$ cat src/rtl/mips_mem_pkg.sv
// mips_mem_pkg: shared types and byte-lane helpers for the memory port arbiter
package mips_mem_pkg;
    typedef enum logic [1:0] {IDLE, ISSUE, WAIT, DONE} state_e;
    typedef enum logic {OWN_I, OWN_D} owner_e;
    localparam logic [3:0] BE_NONE = 4'h0;
    localparam logic [3:0] BE_WORD = 4'hF;
    localparam int LANE_W = 8;
    function automatic logic [3:0] lane_be(input logic [1:0] lane);
        return 4'b0001 << lane;
    endfunction
endpackage

$ cat src/rtl/mem_byte_format.sv
// mem_byte_format: little-endian byte-lane steering for stores and extension for loads
module mem_byte_format
    import mips_mem_pkg::*;
(
    input  logic [1:0]  wr_lane_i,
    input  logic        wr_byte_i,
    input  logic        wr_we_i,
    input  logic [31:0] wr_data_i,
    output logic [3:0]  be_o,
    output logic [31:0] wdata_o,
    input  logic [1:0]  rd_lane_i,
    input  logic        rd_byte_i,
    input  logic        rd_sext_i,
    input  logic [31:0] rd_data_i,
    output logic [31:0] rd_data_o
);
    logic [7:0] rbyte;
    always_comb begin
        be_o = !wr_we_i ? BE_NONE : wr_byte_i ? lane_be(wr_lane_i) : BE_WORD;
        wdata_o = wr_byte_i ? {4{wr_data_i[LANE_W-1:0]}} : wr_data_i;
        rbyte = 8'(rd_data_i >> {rd_lane_i, 3'b000});
        rd_data_o = !rd_byte_i ? rd_data_i : {{24{rd_sext_i & rbyte[7]}}, rbyte};
    end
endmodule

$ cat src/rtl/mem_port_arbiter.sv
// mem_port_arbiter: sequences one single-ported memory between I-fetch and D-side accesses
module mem_port_arbiter
    import mips_mem_pkg::*;
#(
    parameter int ADDR_W = 32
) (
    input  logic              clk,
    input  logic              rst_n,
    input  logic              i_req,
    input  logic [ADDR_W-1:0] i_addr,
    output logic [31:0]       i_rdata,
    output logic              i_done,
    output logic              i_stall,
    input  logic              d_req,
    input  logic              d_we,
    input  logic              d_byte,
    input  logic              d_signextend,
    input  logic [ADDR_W-1:0] d_addr,
    input  logic [31:0]       d_wdata,
    output logic [31:0]       d_rdata,
    output logic              d_done,
    output logic              d_err,
    output logic              d_stall,
    output logic              mem_req,
    output logic              mem_we,
    output logic [ADDR_W-1:0] mem_addr,
    output logic [3:0]        mem_be,
    output logic [31:0]       mem_wdata,
    input  logic              mem_ready,
    input  logic              mem_rvalid,
    input  logic [31:0]       mem_rdata
);
    state_e            state_q, state_d;
    owner_e            owner_q;
    logic [ADDR_W-1:0] mem_addr_q, sel_addr;
    logic              mem_we_q, byte_q, sext_q;
    logic [3:0]        mem_be_q, fmt_be;
    logic [31:0]       mem_wdata_q, fmt_wdata, fmt_rdata;
    logic [1:0]        lane_q;
    logic              i_done_q, d_done_q, d_err_q;
    logic [31:0]       i_rdata_q, d_rdata_q;
    logic              misaligned, start, enter_done;

    assign misaligned = d_req & ~d_byte & (d_addr[1:0] != 2'b00);
    assign start      = (state_q == IDLE) & (d_req | i_req) & ~misaligned;
    assign sel_addr   = d_req ? d_addr : i_addr;
    assign enter_done = (state_q != DONE) & (state_d == DONE);

    mem_byte_format u_fmt (
        .wr_lane_i (d_addr[1:0]),
        .wr_byte_i (d_byte),
        .wr_we_i   (d_we),
        .wr_data_i (d_wdata),
        .be_o      (fmt_be),
        .wdata_o   (fmt_wdata),
        .rd_lane_i (lane_q),
        .rd_byte_i (byte_q),
        .rd_sext_i (sext_q),
        .rd_data_i (mem_rdata),
        .rd_data_o (fmt_rdata)
    );

    always_ff @(posedge clk or negedge rst_n) begin
        if (!rst_n) state_q <= IDLE;
        else        state_q <= state_d;
    end

    always_comb begin
        state_d = state_q;
        case (state_q)
            IDLE:    state_d = misaligned ? DONE : (d_req | i_req) ? ISSUE : IDLE;
            ISSUE:   state_d = !mem_ready ? ISSUE : mem_we_q ? DONE : WAIT;
            WAIT:    state_d = mem_rvalid ? DONE : WAIT;
            default: state_d = IDLE;
        endcase
    end

    always_ff @(posedge clk or negedge rst_n) begin
        if (!rst_n) begin
            owner_q     <= OWN_I;
            mem_addr_q  <= '0;
            mem_we_q    <= 1'b0;
            mem_be_q    <= BE_NONE;
            mem_wdata_q <= '0;
            lane_q      <= '0;
            byte_q      <= 1'b0;
            sext_q      <= 1'b0;
            i_done_q    <= 1'b0;
            d_done_q    <= 1'b0;
            d_err_q     <= 1'b0;
            i_rdata_q   <= '0;
            d_rdata_q   <= '0;
        end else begin
            if (start) begin
                owner_q     <= d_req ? OWN_D : OWN_I;
                mem_addr_q  <= {sel_addr[ADDR_W-1:2], 2'b00};
                mem_we_q    <= d_req & d_we;
                mem_be_q    <= d_req ? fmt_be : BE_NONE;
                mem_wdata_q <= (d_req & d_we) ? fmt_wdata : '0;
                lane_q      <= sel_addr[1:0];
                byte_q      <= d_req & d_byte;
                sext_q      <= d_signextend;
            end
            // A misaligned access completes from IDLE, so ownership is implicitly D.
            i_done_q <= enter_done & (state_q != IDLE) & (owner_q == OWN_I);
            d_done_q <= enter_done & ((state_q == IDLE) | (owner_q == OWN_D));
            d_err_q  <= enter_done & (state_q == IDLE);
            if (state_q == IDLE && misaligned) d_rdata_q <= '0;
            if (state_q == WAIT && mem_rvalid) begin
                if (owner_q == OWN_I) i_rdata_q <= mem_rdata;
                else                  d_rdata_q <= fmt_rdata;
            end
        end
    end

    always_comb begin
        mem_req   = state_q == ISSUE;
        mem_we    = mem_we_q;
        mem_addr  = mem_addr_q;
        mem_be    = mem_be_q;
        mem_wdata = mem_wdata_q;
        i_done    = i_done_q;
        i_rdata   = i_rdata_q;
        i_stall   = i_req & ~i_done_q;
        d_done    = d_done_q;
        d_rdata   = d_rdata_q;
        d_err     = d_err_q;
        d_stall   = d_req & ~d_done_q;
    end
endmodule

$ cat config.mk
export PLATFORM = sky130hd
export DESIGN_NAME = mem_port_arbiter
export DESIGN_NICKNAME = d
export VERILOG_FILES = /design/src/rtl/mips_mem_pkg.sv /design/src/rtl/mem_byte_format.sv /design/src/rtl/mem_port_arbiter.sv
export SDC_FILE = /design/constraint.sdc
export NUM_CORES = 1
export LEC_CHECK = 0
export CAP_MARGIN = 20
export CORE_MARGIN = 2
export CORE_UTILIZATION = 39
export CTS_CLUSTER_DIAMETER = 100
export DETAILED_ROUTE_END_ITERATION = 8
export MAX_ROUTING_LAYER = met4
export PLACE_DENSITY = 0.82
export SLEW_MARGIN = 20
export SYNTH_ARGS = -nofsm -noshare
export SYNTH_HDL_FRONTEND = slang
export SYNTH_SLANG_ARGS = --single-unit
$ cat constraint.sdc
create_clock -name clk -period 1.7 [get_ports clk]
set_input_delay 0.34 -clock clk [delete_from_list [all_inputs] [get_ports clk]]
set_output_delay 0.34 -clock clk [all_outputs]
set_load 0.05 [all_outputs]
# Word level (Yosys, flattened, before mapping)
# Index checks and enable logic that the tools add are counted.
dict set report word_totals {
  regBits 141
  input_bits 137
  output_inout_bits 139
  elab_cells 64
}
dict set report op_classes {
  eq_ne 4
  shifts 2
  mux 17
  bitwise_logic 21
  n_reduce_logical 6
}
# operator n
set op_table {}
lappend op_table {{$mux 32} 7}
lappend op_table {{$shr 32x5->8} 1}
lappend op_table {{$and 1x1->1} 14}
lappend op_table {{$mux 4} 3}
lappend op_table {{$pmux 2 s3} 1}
lappend op_table {{$not 1->1} 5}
lappend op_table {{$eq 2x2->1 const B} 2}
lappend op_table {{$mux 1} 4}
lappend op_table {{$mux 2} 2}
lappend op_table {{$reduce_bool 2->1} 2}
lappend op_table {{$shl 1x2->4 const A} 1}
lappend op_table {{$eq 2x1->1 const B} 1}
lappend op_table {{$logic_and 1x1->1} 2}
lappend op_table {{$logic_not 2->1} 1}
lappend op_table {{$ne 2x2->1 const B} 1}
lappend op_table {{$or 1x1->1} 2}
lappend op_table {{$reduce_and 2->1} 1}

# Depth between registers and ports, before layout
dict set report depth {
  word_depth 9
  ltp_mapped 7
  ltp_nobuf 3
}

# By module
# From an unflattened synthesis, not the netlist that was laid out.
dict set report unflattened {
  hier_cells 588
  hier_area_um2 7123.1
}
# module n_inst cells_per_inst area_per_inst_um2 seq_area_each_um2
set by_module_without_submodules {}
lappend by_module_without_submodules {mem_port_arbiter 1 408 6080.8 3528.4}
lappend by_module_without_submodules {mem_byte_format 1 180 1042.2 0.0}

# Worst setup path after synthesis
# No wires, ideal clock.
dict set report synth_timing {
  path_kind {input to output}
  startpoint {in d_req}
  endpoint {out d_stall}
  t_arrival_ns 1.513
  t_required_ns 1.360
  slack_ns -0.153
  stages 4
  path_buffers 2
  cell_sequence {buf_2 -> inv_2 -> clkbuf_1 -> nor2_1}
}
dict set report synth_via {
  elab_chain_cells 1
}
# element line
set synth_lines {}
lappend synth_lines {{start: declaration} mem_port_arbiter.sv:14} ;# input logic d_req,
lappend synth_lines {{$and 1x1->1} mem_port_arbiter.sv:128} ;# d_stall = d_req & ~d_done_q;
lappend synth_lines {{end: declaration} mem_port_arbiter.sv:23} ;# output logic d_stall,
# No other way between the ends.

# Worst setup path in the final report
dict set report layout_timing {
  startpoint {in d_addr[0]}
  endpoint {reg sext_q}
}
dict set report layout_via {
  elab_chain_cells 4
}
# element line
set layout_lines {}
lappend layout_lines {{start: declaration} mem_port_arbiter.sv:18} ;# input logic [ADDR_W-1:0] d_addr,
lappend layout_lines {{$reduce_bool 2->1} mem_port_arbiter.sv:44} ;# assign misaligned = d_req & ~d_byte & (d_addr[1:0] != 2'b00);
lappend layout_lines {{$and 1x1->1} mem_port_arbiter.sv:44}
lappend layout_lines {{$not 1->1} mem_port_arbiter.sv:45} ;# assign start = (state_q == IDLE) & (d_req | i_req) & ~misaligned;
lappend layout_lines {{$and 1x1->1} mem_port_arbiter.sv:45}
lappend layout_lines {{end signal: assignment} mem_port_arbiter.sv:102} ;# sext_q <= d_signextend;
lappend layout_lines {{end: declaration} mem_port_arbiter.sv:36} ;# logic mem_we_q, byte_q, sext_q;
# No other way between the ends.
# A chain may end at the register's enable or synchronous reset.

==> results.json <==
{
  "status": "completed",
  "critPathKind": "input port to flip-flop",
  "coreArea_sq_um": 16500,
  "final_cell_area_sq_um": 10300,
  "critPathMaxStageDelay_ns": 0.45,
  "ys.flop_type": "dfrtp_1",
  "clock_path_buffers": 2,
  "drv_cap": 0,
  "cp_num_buf_inv": 3,
  "track_usage_pct": 24.3,
  "dr.pass1.iters": 4,
  "worst_pin_slew_ns": 0.544,
  "max_clock_freq_ghz": 0.607,
  "setup_violations": 0,
  "cts_tree": "built",
  "async_flop_share_pct": 100,
  "place_congestion": 0.844,
  "ys_warn_count": 0,
  "synth_top_family_by_area": "multiplexers",
  "drt-vias-per-instance": 5.34,
  "synth_area_per_cell_sq_um": 12.7,
  "slew_viol_final": 0,
  "rsz0062_at_grt": "true",
  "yosys.area_share.simple_pct": 4.39,
  "period_share_pct": 96.9,
  "period_needed_ns": 1.65,
  "hp-class": "input port to async pin",
  "cp-start-kind": "input port",
  "synth_xor_area_share_pct": 0,
  "fin_skew_ns": 0.0118,
  "crit_required_ns": 2.00,
  "die_area_sq_um": 17800,
  "postRouteAntennaNets": 0,
  "whs_ns": 0.419,
  "netlist_area_sq_um": 6520,
  "areaGrowthSynthToFinish_pct": 57.6,
  "reg2regPathDepth": 5,
  "ys_types": 50,
  "clock-sinks": 141,
  "drc_errors": 0,
  "dpl_cell_area_sq_um": 9660,
  "wl_per_cell_um": 19.5,
  "dp.cells": 1019,
  "synth_edf_count": 0,
  "clk_pin_slew_ns": 0.06,
  "grt.overflow.total": 0,
  "power_density_nw_per_um2": 2110,
  "dieHeight_um": 133,
  "path_cells": "clkdlybuf4s50_1 > o21ba_2 > a211oi_4 > buf_6 > clkbuf_16 > mux2_2",
  "synthCells": 513,
  "drt-total-wl_um": 20600,
  "htreeDepth": 4,
  "slowest_stage": "clkdlybuf4s50_1",
  "p_leak_nw": 4.68,
  "grt_max_degree": 42,
  "portBuffers": 273,
  "start_util_pct": 39.6,
  "num_vias": 5636,
  "hpwl_um": 15200,
  "power_mw": 21.7,
  "grt_pass1_wl_um": 32300,
  "path_depth": 6,
  "ys_ff_latch": 141,
  "max-slew-margin-rel_pct": 62.8,
  "fin_cells": 1055,
  "peakVddDrop_v": 0.00131,
  "crit_family": "buffers and inverters",
  "synth.area.mux_share_pct": 20.9,
  "hold_viol": 0,
  "dieWidth_um": 133,
  "drtIter0Drc": 431,
  "synth_fa_ha_area_share_pct": 0,
  "crit_fanout": 11,
  "diodes": 0,
  "ys_seq_area_share_pct": 54.1,
  "cts_buffers": 17,
  "nets": 959,
  "grt_antenna_before_repair": 0,
  "row_count": 47,
  "cp-end-kind": "flip-flop",
  "drive_gt1_share_pct": 40.5,
  "synth_compound_area_share_pct": 16.6,
  "final_core_util_pct": 62.4,
  "cp.arrival_ns": 1.95,
  "grt_pass1_vias": 5799,
  "r2r_slack_ns": 0.06,
  "cts-root-buf": "clkbuf_16",
  "clk_latency_ns": 0.43,
  "ios": 276
}
## cell usage in the layout, fill, tap and decap left out, drive strengths merged, types with 2 or more instances in the layout
cell type,Yosys,routed
or2,2,2
a2111oi,6,6
mux2i,28,28
nand2,8,8
inv,6,10
clkinvlp,0,2
buf,24,200
o2bb2ai,26,26
nor2b,8,8
o31ai,25,25
clkdlybuf4s50,0,134
nor2,12,12
and3,8,8
clkbuf,23,19
conb,1,2
mux2,96,96
clkinv,0,8
a21oi,25,25
a21boi,2,2
o21ai,3,3
nand3b,4,4
a22oi,24,24
a22o,12,12
nor3,3,3
dfrtp,141,141
o32ai,6,6
## Yosys cell counts (all sizes together) (2+ instances only)
cell type  count  area (sq um)
mux2          96          1080
mux2i         28           280
o21ai          3          15.0
a21boi         2          15.0
nand3b         4          30.0
buf           24           150
nand2          8          30.0
o31ai         25           188
nor2          12          45.0
a21oi         25           125
nor2b          8          50.1
o2bb2ai       26           228
nor3           3          20.0
or2            2          12.5
clkbuf        23          86.3
o32ai          6          52.6
a22oi         24           180
and3           8          50.1
a22o          12           105
a2111oi        6          52.6
inv            6          22.5
dfrtp        141          3530
## repair_timing
item                                   in CTS  in global routing
pin swaps                                   0                  2
hold buffers                                1                  0
resized for setup                           1                  3
buffers inserted                            0                  2
gates cloned                                0                  1
endpoints found under the hold margin      37                  0
setup endpoints to repair                   2                 24
## area by class of cell
class                           instances  area [sq um]
Fill cell                            1376          6190
Sequential cell                       141          3530
Timing Repair Buffer                  336          3130
Multi-Input combinational cell        320          2770
Clock buffer                           18           439
Tap cell                              220           275
Clock inverter                         14           109
Inverter                                6          22.5
## layer usage
metal	share of wire, %	wire length (um)	GRT usage, %	vias up
li1	-	-	-	2570
met1	41	8500	30.4	2784
met2	50	10300	39.3	253
met3	6.7	1370	5.56	29
met4	2.0	419	7.62	0
met5	0	0	-	-
## state kept, by name, indices dropped and copies added, names as in the netlist
name / cells
byte_q: 1
d_done: 1
d_err: 1
d_rdata: 32
i_done: 1
i_rdata: 32
lane_q: 2
mem_addr: 30
mem_be: 4
mem_wdata: 32
mem_we: 1
owner_q: 1
sext_q: 1
state_q: 2
## report_power, final
group	internal (mW)	total (mW)	leakage [nW]	switching (mW)
sequential	4.90	5.85	1.77	0.951
combinational	4.41	12.4	2.64	7.97
clock	1.92	3.44	0.267	1.52
## path summary, 6_finish.rpt
check / start / endpoint
max in group asynchronous: rst_n / state_q[0]$_DFF_PN0_
worst min register to register: mem_wdata[11]$_DFFE_PN0P_ / mem_wdata[11]$_DFFE_PN0P_
worst min-delay path: rst_n / d_rdata[4]$_DFF_PN0_
worst max register to register: state_q[0]$_DFF_PN0_ / sext_q$_DFFE_PN0P_
worst max-delay path: d_addr[0] / sext_q$_DFFE_PN0P_
min in group clk: mem_wdata[11]$_DFFE_PN0P_ / mem_wdata[11]$_DFFE_PN0P_
## cell families (layout without fill, tap and decap cells)
family / count (synthesis) / after routing
flip-flops: 141 / 141
other: 1 / 2
buffers and inverters: 53 / 374
AND/OR/NAND/NOR: 52 / 52
AO/OA/AOI/OAI: 142 / 142
multiplexers: 124 / 124
## through the flow
stage | setup WS, ns | TNS, ns
global route | -0.00574 | -0.00701
global placement | -0.358 | -27.17
CTS | 0.0179 | 0
floorplan | -0.0761 | -2.13
finish | 0.0527 | 0
detailed placement | -0.396 | -30.72
Power figures use the tool's default switching activity.
